File: src/rtl/trace_readout_sequencer.sv
// Host-side sequencer for the stream trace buffer: writes one control word, polls
// status for the trigger flag, then drains a commanded number of words to a sink.
`timescale 1ns/1ps
module trace_readout_sequencer #(
    parameter int CTRL_W         = 8,
    parameter int STAT_W         = 8,
    parameter int DATA_W         = 32,
    parameter int CNT_W          = 16,
    parameter int TRIG_BIT       = 0,
    parameter int TIMEOUT_CYCLES = 65535
) (
    input  logic              CLK_I,
    input  logic              RST_I,
    input  logic              CMD_VALID_I,
    output logic              CMD_READY_O,
    input  logic [CTRL_W-1:0] CMD_CONTROL_I,
    input  logic [CNT_W-1:0]  CMD_WORDS_I,
    input  logic              ABORT_I,
    output logic              CONTROL_VALID_O,
    input  logic              CONTROL_READY_I,
    output logic [CTRL_W-1:0] CONTROL_O,
    input  logic              STATUS_VALID_I,
    output logic              STATUS_READY_O,
    input  logic [STAT_W-1:0] STATUS_I,
    input  logic              DATA_VALID_I,
    output logic              DATA_READY_O,
    input  logic [DATA_W-1:0] DATA_I,
    output logic              OUT_VALID_O,
    input  logic              OUT_READY_I,
    output logic [DATA_W-1:0] OUT_DATA_O,
    output logic              OUT_LAST_O,
    output logic              BUSY_O,
    output logic              DONE_O,
    output logic              ERR_O,
    output logic [CNT_W-1:0]  WORDS_DONE_O
);

    // Every port pair is valid/ready: a transfer happens on a cycle where both are
    // high, and the valid side holds its payload stable until that cycle.

    typedef enum logic [2:0] {
        IDLE      = 3'd0,
        CONFIG    = 3'd1,
        WAIT_TRIG = 3'd2,
        DRAIN     = 3'd3,
        DONE      = 3'd4
    } state_t;

    localparam logic [31:0] TIMEOUT_LIMIT = TIMEOUT_CYCLES;

    state_t            state;
    state_t            state_next;
    logic [CTRL_W-1:0] control_q;
    logic [CNT_W-1:0]  remaining;
    logic [CNT_W-1:0]  words_done;
    logic [31:0]       timer;
    logic [31:0]       timer_inc;
    logic              err_q;
    logic              out_valid_q;
    logic              out_last_q;
    logic [DATA_W-1:0] out_data_q;

    logic cmd_ready;
    logic control_valid;
    logic status_ready;
    logic data_ready;
    logic trig_seen;
    logic timer_expired;
    logic buf_xfer;
    logic sink_xfer;
    logic unused_status;

    assign unused_status = ^STATUS_I;
    assign trig_seen     = STATUS_VALID_I && STATUS_I[TRIG_BIT];
    assign timer_inc     = timer + 32'd1;
    // The expiry test looks at the incremented count, so the last waiting cycle is
    // the TIMEOUT_CYCLES-th one after entering WAIT_TRIG.
    assign timer_expired = (TIMEOUT_LIMIT != 32'd0) && (timer_inc == TIMEOUT_LIMIT);
    assign buf_xfer      = data_ready && DATA_VALID_I;
    assign sink_xfer     = out_valid_q && OUT_READY_I;

    always_ff @(posedge CLK_I) begin
        if (RST_I) begin
            state <= IDLE;
        end else begin
            state <= state_next;
        end
    end

    always_comb begin
        state_next    = state;
        cmd_ready     = 1'b0;
        control_valid = 1'b0;
        status_ready  = 1'b0;
        data_ready    = 1'b0;
        case (state)
            IDLE: begin
                cmd_ready = 1'b1;
                if (CMD_VALID_I) state_next = CONFIG;
            end
            CONFIG: begin
                control_valid = 1'b1;
                if (ABORT_I)              state_next = DONE;
                else if (CONTROL_READY_I) state_next = WAIT_TRIG;
            end
            WAIT_TRIG: begin
                status_ready = 1'b1;
                if (ABORT_I)            state_next = DONE;
                else if (trig_seen)     state_next = (remaining != '0) ? DRAIN : DONE;
                else if (timer_expired) state_next = DONE;
            end
            DRAIN: begin
                data_ready = (remaining != '0) && (!out_valid_q || OUT_READY_I);
                if (ABORT_I)                      state_next = DONE;
                else if (sink_xfer && out_last_q) state_next = DONE;
            end
            DONE: begin
                state_next = IDLE;
            end
            default: state_next = IDLE;
        endcase
    end

    always_ff @(posedge CLK_I) begin
        if (RST_I) begin
            control_q   <= '0;
            remaining   <= '0;
            words_done  <= '0;
            timer       <= '0;
            err_q       <= 1'b0;
            out_valid_q <= 1'b0;
            out_last_q  <= 1'b0;
            out_data_q  <= '0;
        end else begin
            case (state)
                IDLE: begin
                    if (CMD_VALID_I) begin
                        control_q  <= CMD_CONTROL_I;
                        remaining  <= CMD_WORDS_I;
                        words_done <= '0;
                        err_q      <= 1'b0;
                    end
                end
                CONFIG: begin
                    timer <= '0;
                    if (ABORT_I) err_q <= 1'b1;
                end
                WAIT_TRIG: begin
                    timer <= timer_inc;
                    if (ABORT_I || (!trig_seen && timer_expired)) err_q <= 1'b1;
                end
                DRAIN: begin
                    if (ABORT_I) begin
                        err_q       <= 1'b1;
                        out_valid_q <= 1'b0;
                        out_last_q  <= 1'b0;
                    end else begin
                        // A refill can only happen when the register is empty or being
                        // drained this cycle, so it overrides the sink-side clear.
                        if (buf_xfer) begin
                            out_valid_q <= 1'b1;
                            out_data_q  <= DATA_I;
                            out_last_q  <= (remaining == CNT_W'(1));
                            remaining   <= remaining - CNT_W'(1);
                        end else if (sink_xfer) begin
                            out_valid_q <= 1'b0;
                            out_last_q  <= 1'b0;
                        end
                        if (sink_xfer) words_done <= words_done + CNT_W'(1);
                    end
                end
                default: ;
            endcase
        end
    end

    assign CMD_READY_O     = cmd_ready && !RST_I;
    assign CONTROL_VALID_O = control_valid && !RST_I;
    assign STATUS_READY_O  = status_ready && !RST_I;
    assign DATA_READY_O    = data_ready && !RST_I;
    assign OUT_VALID_O     = out_valid_q && !RST_I;
    assign CONTROL_O       = control_q;
    assign OUT_DATA_O      = out_data_q;
    assign OUT_LAST_O      = out_last_q;
    assign BUSY_O          = (state != IDLE);
    assign DONE_O          = (state == DONE) && !RST_I;
    assign ERR_O           = err_q;
    assign WORDS_DONE_O    = words_done;

endmodule

File: config.mk
export PLATFORM = sky130hd
export DESIGN_NAME = trace_readout_sequencer
export DESIGN_NICKNAME = d
export VERILOG_FILES = /design/src/rtl/trace_readout_sequencer.sv
export SDC_FILE = /design/constraint.sdc
export NUM_CORES = 1
export LEC_CHECK = 0
export BUFFER_PORTS_ARGS = -buffer_cell sky130_fd_sc_hd__buf_4
export CORE_ASPECT_RATIO = 0.6
export CORE_MARGIN = 2
export CORE_UTILIZATION = 49
export DETAILED_ROUTE_END_ITERATION = 16
export GPL_TIMING_DRIVEN = 0
export PLACE_DENSITY = 0.77
export SYNTH_ARGS = -nofsm -noshare
export SYNTH_HDL_FRONTEND = slang
export SYNTH_SLANG_ARGS = --single-unit
export TNS_END_PERCENT = 50
File: constraint.sdc
create_clock -name CLK_I -period 2.5 [get_ports CLK_I]
set_input_delay 0.125 -clock CLK_I [delete_from_list [all_inputs] [get_ports CLK_I]]
set_output_delay 0.125 -clock CLK_I [all_outputs]
set_load 0.005 [all_outputs]
Word level (Yosys, flattened, before mapping)
Index checks and enable logic that the tools add are counted.

Register bits after elaboration: 110. Input port bits: 72. Output and inout port bits: 65. Word-level logic and storage cells: 92.

$add $sub $neg: 3. Equal/unequal tests: 15. Mux-type cells: 32. Bitwise gates (word level): 1. Reductions and logical operators: 32.

Operator list (number): 16-bit 2-to-1 mux (6); 16-bit case mux with 2 select lines (2); 32-bit case mux with 2 select lines (1); 32-bit by 1-bit adder with 32-bit output, second input constant (1); 32-bit by 16-bit equality test with 1-bit output, second input constant (1); 3-bit 2-to-1 mux (9); 16-bit by 1-bit adder with 16-bit output, second input constant (1); 16-bit by 1-bit equality test with 1-bit output, second input constant (1); 4-bit AND reduction (4); 16-bit nonzero test (1); 16-bit by 1-bit subtractor with 16-bit output, second input constant (1); 1-bit logical AND (12); 1-bit 2-to-1 mux (12); 3-bit case mux with 4 select lines (1); 2-bit inequality test, second input constant (5); 3-bit nonzero test (3); 3-bit by 2-bit equality test with 1-bit output, second input constant (2); 3-bit inequality test, second input constant (2); 4-bit inequality test, second input constant (1); 2-bit AND reduction (2); 2-bit nonzero test (2); 3-bit by 1-bit equality test with 1-bit output, second input constant (1); 3-bit equality test, second input constant (1); 1-bit zero test (3); other kinds (7) (8).

Longest topological paths before layout
Depth after elaboration: 8. Mapped depth: 11. Mapped depth without buffers: 10.

Worst setup path before layout
OpenSTA, ideal clock, no wires.

Path type: register to register. Start: register timer[0]. End: register state[1]. Library setup time: 0.122 ns. Data arrival time: 2.547 ns. Required time: 2.378 ns. Path slack: -0.169 ns. Stages on the path, launching flop included: 12. Period minus slack after synthesis: 2.669 ns. Path through: dfxtp_1 > ha_1 > buf_2 > and3_1 > buf_2 > nand2_4 > nor3_4 > mux2i_1 > or4_1 > nor4_2 > a31oi_1 > o311a_1.

Longest elaborated chain between the ends: 4.

Ends and longest elaborated chain: start: declaration (line 56) `logic [31:0] timer;`; start signal: assignment (line 149) `timer <= timer_inc;`; 32-bit by 1-bit adder with 32-bit output (line 75) `assign timer_inc = timer + 32'd1;`; 32-bit by 16-bit equality test with 1-bit output (line 78) `assign timer_expired = (TIMEOUT_LIMIT != 32'd0) && (timer_inc == TIMEOUT_LIMIT);`; 4-bit inequality test (no source line); 4-bit AND reduction (no source line); end signal: assignment (line 86) `state <= state_next;`; end: declaration (line 51) `state_t state;`.

No other way between the ends. A chain may end at the register's enable or synchronous reset.

Worst setup path after layout
Same ends and word-level chain as after synthesis.

==> results.tsv <==
metric	value	unit
status	finished with violations	
violations	hold timing, setup timing	
first_iter_violations	842	
clkSinkCount	110	
synth_top_family_by_area	simple AND/OR/NAND/NOR gates	
finalCriticalPeriod	2.81	ns
synth_fa_ha_area_share	1.07	%
ys_types	66	
numCtsBuffers	9	
cp.required	2.75	ns
cpMaxStageDelayCell	or4_4	
overflow	0	
io_pins	137	
io_buffer_count	128	
worst_slack	-0.311	ns
ys.flop_type	dfxtp_1	
syn-mean-instance-area	7.42	um2
drtAntennaViolNets	0	
worstPathArrival	3.06	ns
synth_compound_area_share	21.0	%
drc	0	
synth_nets	861	
path_class	reg -> reg	
rsz0062_at_grt	true	
synth-xor-area-share	3.01	%
slew_violations	0	
synth_area	5820	um2
grt_pass1_wl	30200	um
pre_cts_slack	-0.645	ns
cts_buffer_depth	2	
end_kind	flip-flop	
final_layout_size_suffix_gt1_share	27.5	%
placedCellCount	1072	
antenna_cells	0	
core_area	11400	um2
crit_path_start_kind	flip-flop	
die_width	145	um
routed_via_density	5.86	
clkTransAtPathRegs	0.09	ns
ctsHtreeMaxLevel	3	
finalWirelength	19900	um
gp_congestion	0.983	
fin_nets	1035	
synth_cells	784	
gr-usage-all-layers	30.3	%
areaGrowthSynthToFinish	36.6	%
tightestPinTransition	0.858	ns
clock_skew	0.0139	ns
powerDensity	724	nW/um2
wl_per_cell	17.7	um
max_slew_margin	42.6	%
hold_violations	2	
clock_latency	0.37	ns
ys_warn_count	0	
p_leak	3.18	nW
setup_tns	-0.782	ns
clockRootBuffer	clkbuf_16	
start_util	50.8	%
synth_edf_count	0	
cp_max_fo	7	
ys_seq_area_share	37.8	%
fmax	356	MHz
hpwlAfterDp	13800	um
first_pass_iters	6	
hold_ws	-0.00272	ns
vias	6581	
rows	30	
fin_crit_sh	112	%
grt_pass1_vias	5734	
ys_ff_latch	110	
utilization	69.5	%
ys_async_sr_fraction	0	%
synth.mux.area_fraction	0.344	%
setup_violations	3	
die_area	12800	um2
max-cap-violations	0	
stdcell_count	1123	
path_cells	buf_6, nand4_1, buf_4, nor2_4, nand3_2, xor2_1, or4_4, nor4_4, a31oi_2, o311a_1	
max_stage_delay	0.57	ns
min_path_type	in -> reg	
peakVddDrop	0.488	mV
synth-simple-area-share	31.5	%
grt_max_degree	23	
cts_tree	yes	
die_h	88.4	um
antenna_found_initial	0	
## flip-flops by register name (all words and copies together), names as in the netlist
register,count
ERR_O,1
remaining,16
state,3
timer,32
out_valid_q,1
WORDS_DONE_O,16
OUT_DATA_O,32
CONTROL_O,8
OUT_LAST_O,1
## where the power goes
group          internal, W  total [W]  switching [W]
logic             0.000836    0.00217        0.00133
clock network     0.000722    0.00151       0.000793
registers          0.00191    0.00207       0.000161
total              0.00347    0.00575        0.00229
## metrics by stage
step	total power (W)	instance area, um2
final	0.00575	7950
after global placement	0.00381	7000
after global routing	0.00601	7950
after CTS	0.00543	7730
after floorplan	0.00317	5840
after detailed placement	0.00382	7000
## per-layer routing
metal | global-route usage [%] | wire length [um] | vias up
met5 | 0 | 0 | -
met4 | 6.00 | 340 | 0
met3 | 11.7 | 2580 | 50
met2 | 41.8 | 7960 | 386
met1 | 44.7 | 9020 | 3028
li1 | - | - | 3117
## synth_stat cells (2+ instances only)
library cell / instances / area share, %
nand2_1: 145 / 9.4
dfxtp_1: 110 / 38
a21oi_1: 84 / 7.2
nor2_1: 84 / 5.4
o21ai_0: 46 / 4.0
clkbuf_1: 42 / 2.7
nor3_1: 28 / 2.4
nand3_1: 21 / 1.8
a31oi_1: 18 / 1.9
buf_2: 17 / 1.5
nand4_1: 16 / 1.7
a22oi_1: 15 / 1.9
xor2_1: 13 / 2.0
or3_1: 12 / 1.3
and3_1: 10 / 1.1
inv_1: 9 / 0.58
a311oi_1: 8 / 1.2
a211oi_1: 7 / 0.90
xnor2_1: 7 / 1.1
and2_1: 5 / 0.54
ha_1: 5 / 1.1
o31ai_1: 5 / 0.64
clkbuf_2: 4 / 0.34
nand2b_1: 4 / 0.43
nand3b_1: 4 / 0.52
nor4_1: 4 / 0.43
and4_1: 3 / 0.45
nor3b_1: 3 / 0.39
nor4_4: 3 / 1.1
o22ai_1: 3 / 0.32
or2_2: 3 / 0.32
or4_1: 3 / 0.39
a21o_1: 2 / 0.26
a31o_2: 2 / 0.30
mux2i_1: 2 / 0.34
nand4_4: 2 / 0.73
nand4b_1: 2 / 0.30
nor4_2: 2 / 0.43
o211a_1: 2 / 0.34
o21a_1: 2 / 0.26
or4b_2: 2 / 0.34
## kinds of logic after synthesis
kind of cell | Yosys count
adder cells (fa/ha/maj) | 5
flip-flops | 110
XOR/XNOR | 20
AND/OR/NAND/NOR | 368
buffers and inverters | 74
multiplexers | 2
AO/OA/AOI/OAI | 205
## final timing paths
kind / start / endpoint / slack (ns) / depth (start not counted)
max: timer[0] / state[1] / -0.31 / 10
max reg2reg: timer[0] / state[1] / -0.31 / 10
min reg2reg: CONTROL_O[4] / CONTROL_O[4] / 0.46 / 2
min: DATA_I[16] / OUT_DATA_O[16] / -0.003 / 3
## worst max-delay path: cells and delay by family (launching register included)
kind | cells | cell delay, ns
DFF | 1 | 0.37
and+or+nand+nor | 5 | 1.37
buffers and inverters | 2 | 0.32
AOI/OAI and AO/OA | 2 | 0.49
xor gates and xnor gates | 1 | 0.15
## placed cells by master, fill, tap and decap left out, drive strengths merged, types with 13 or more instances in the layout
master  instances
a31oi          18
nand3          22
nor2           84
buf           178
a22oi          15
o21ai          46
nand2         146
clkbuf         50
nor3           29
a21oi          84
nand4          19
dfxtp         110
xor2           13
## layout make-up
| class | count | area, um2 |
|---|---|---|
| fillers | 974 | 3500 |
| clock buffers | 9 | 225 |
| inverters | 10 | 37.5 |
| clock inverters | 7 | 88.8 |
| plain buffers | 59 | 338 |
| repair buffers | 168 | 1310 |
| well taps | 160 | 200 |
| multi-input cells | 600 | 3540 |
| flip-flops and latches | 110 | 2210 |
## repair_timing
action | 4_1_cts | 5_1_grt
hold endpoints to repair | 6 | 2
hold buffers | 6 | 2
setup buffers | 22 | 9
resized for setup | 54 | 39
pin swaps | 15 | 6
endpoints found under the setup margin | 61 | 73
cloned | 0 | 1
No activity file was read; power rests on OpenSTA's default activity.
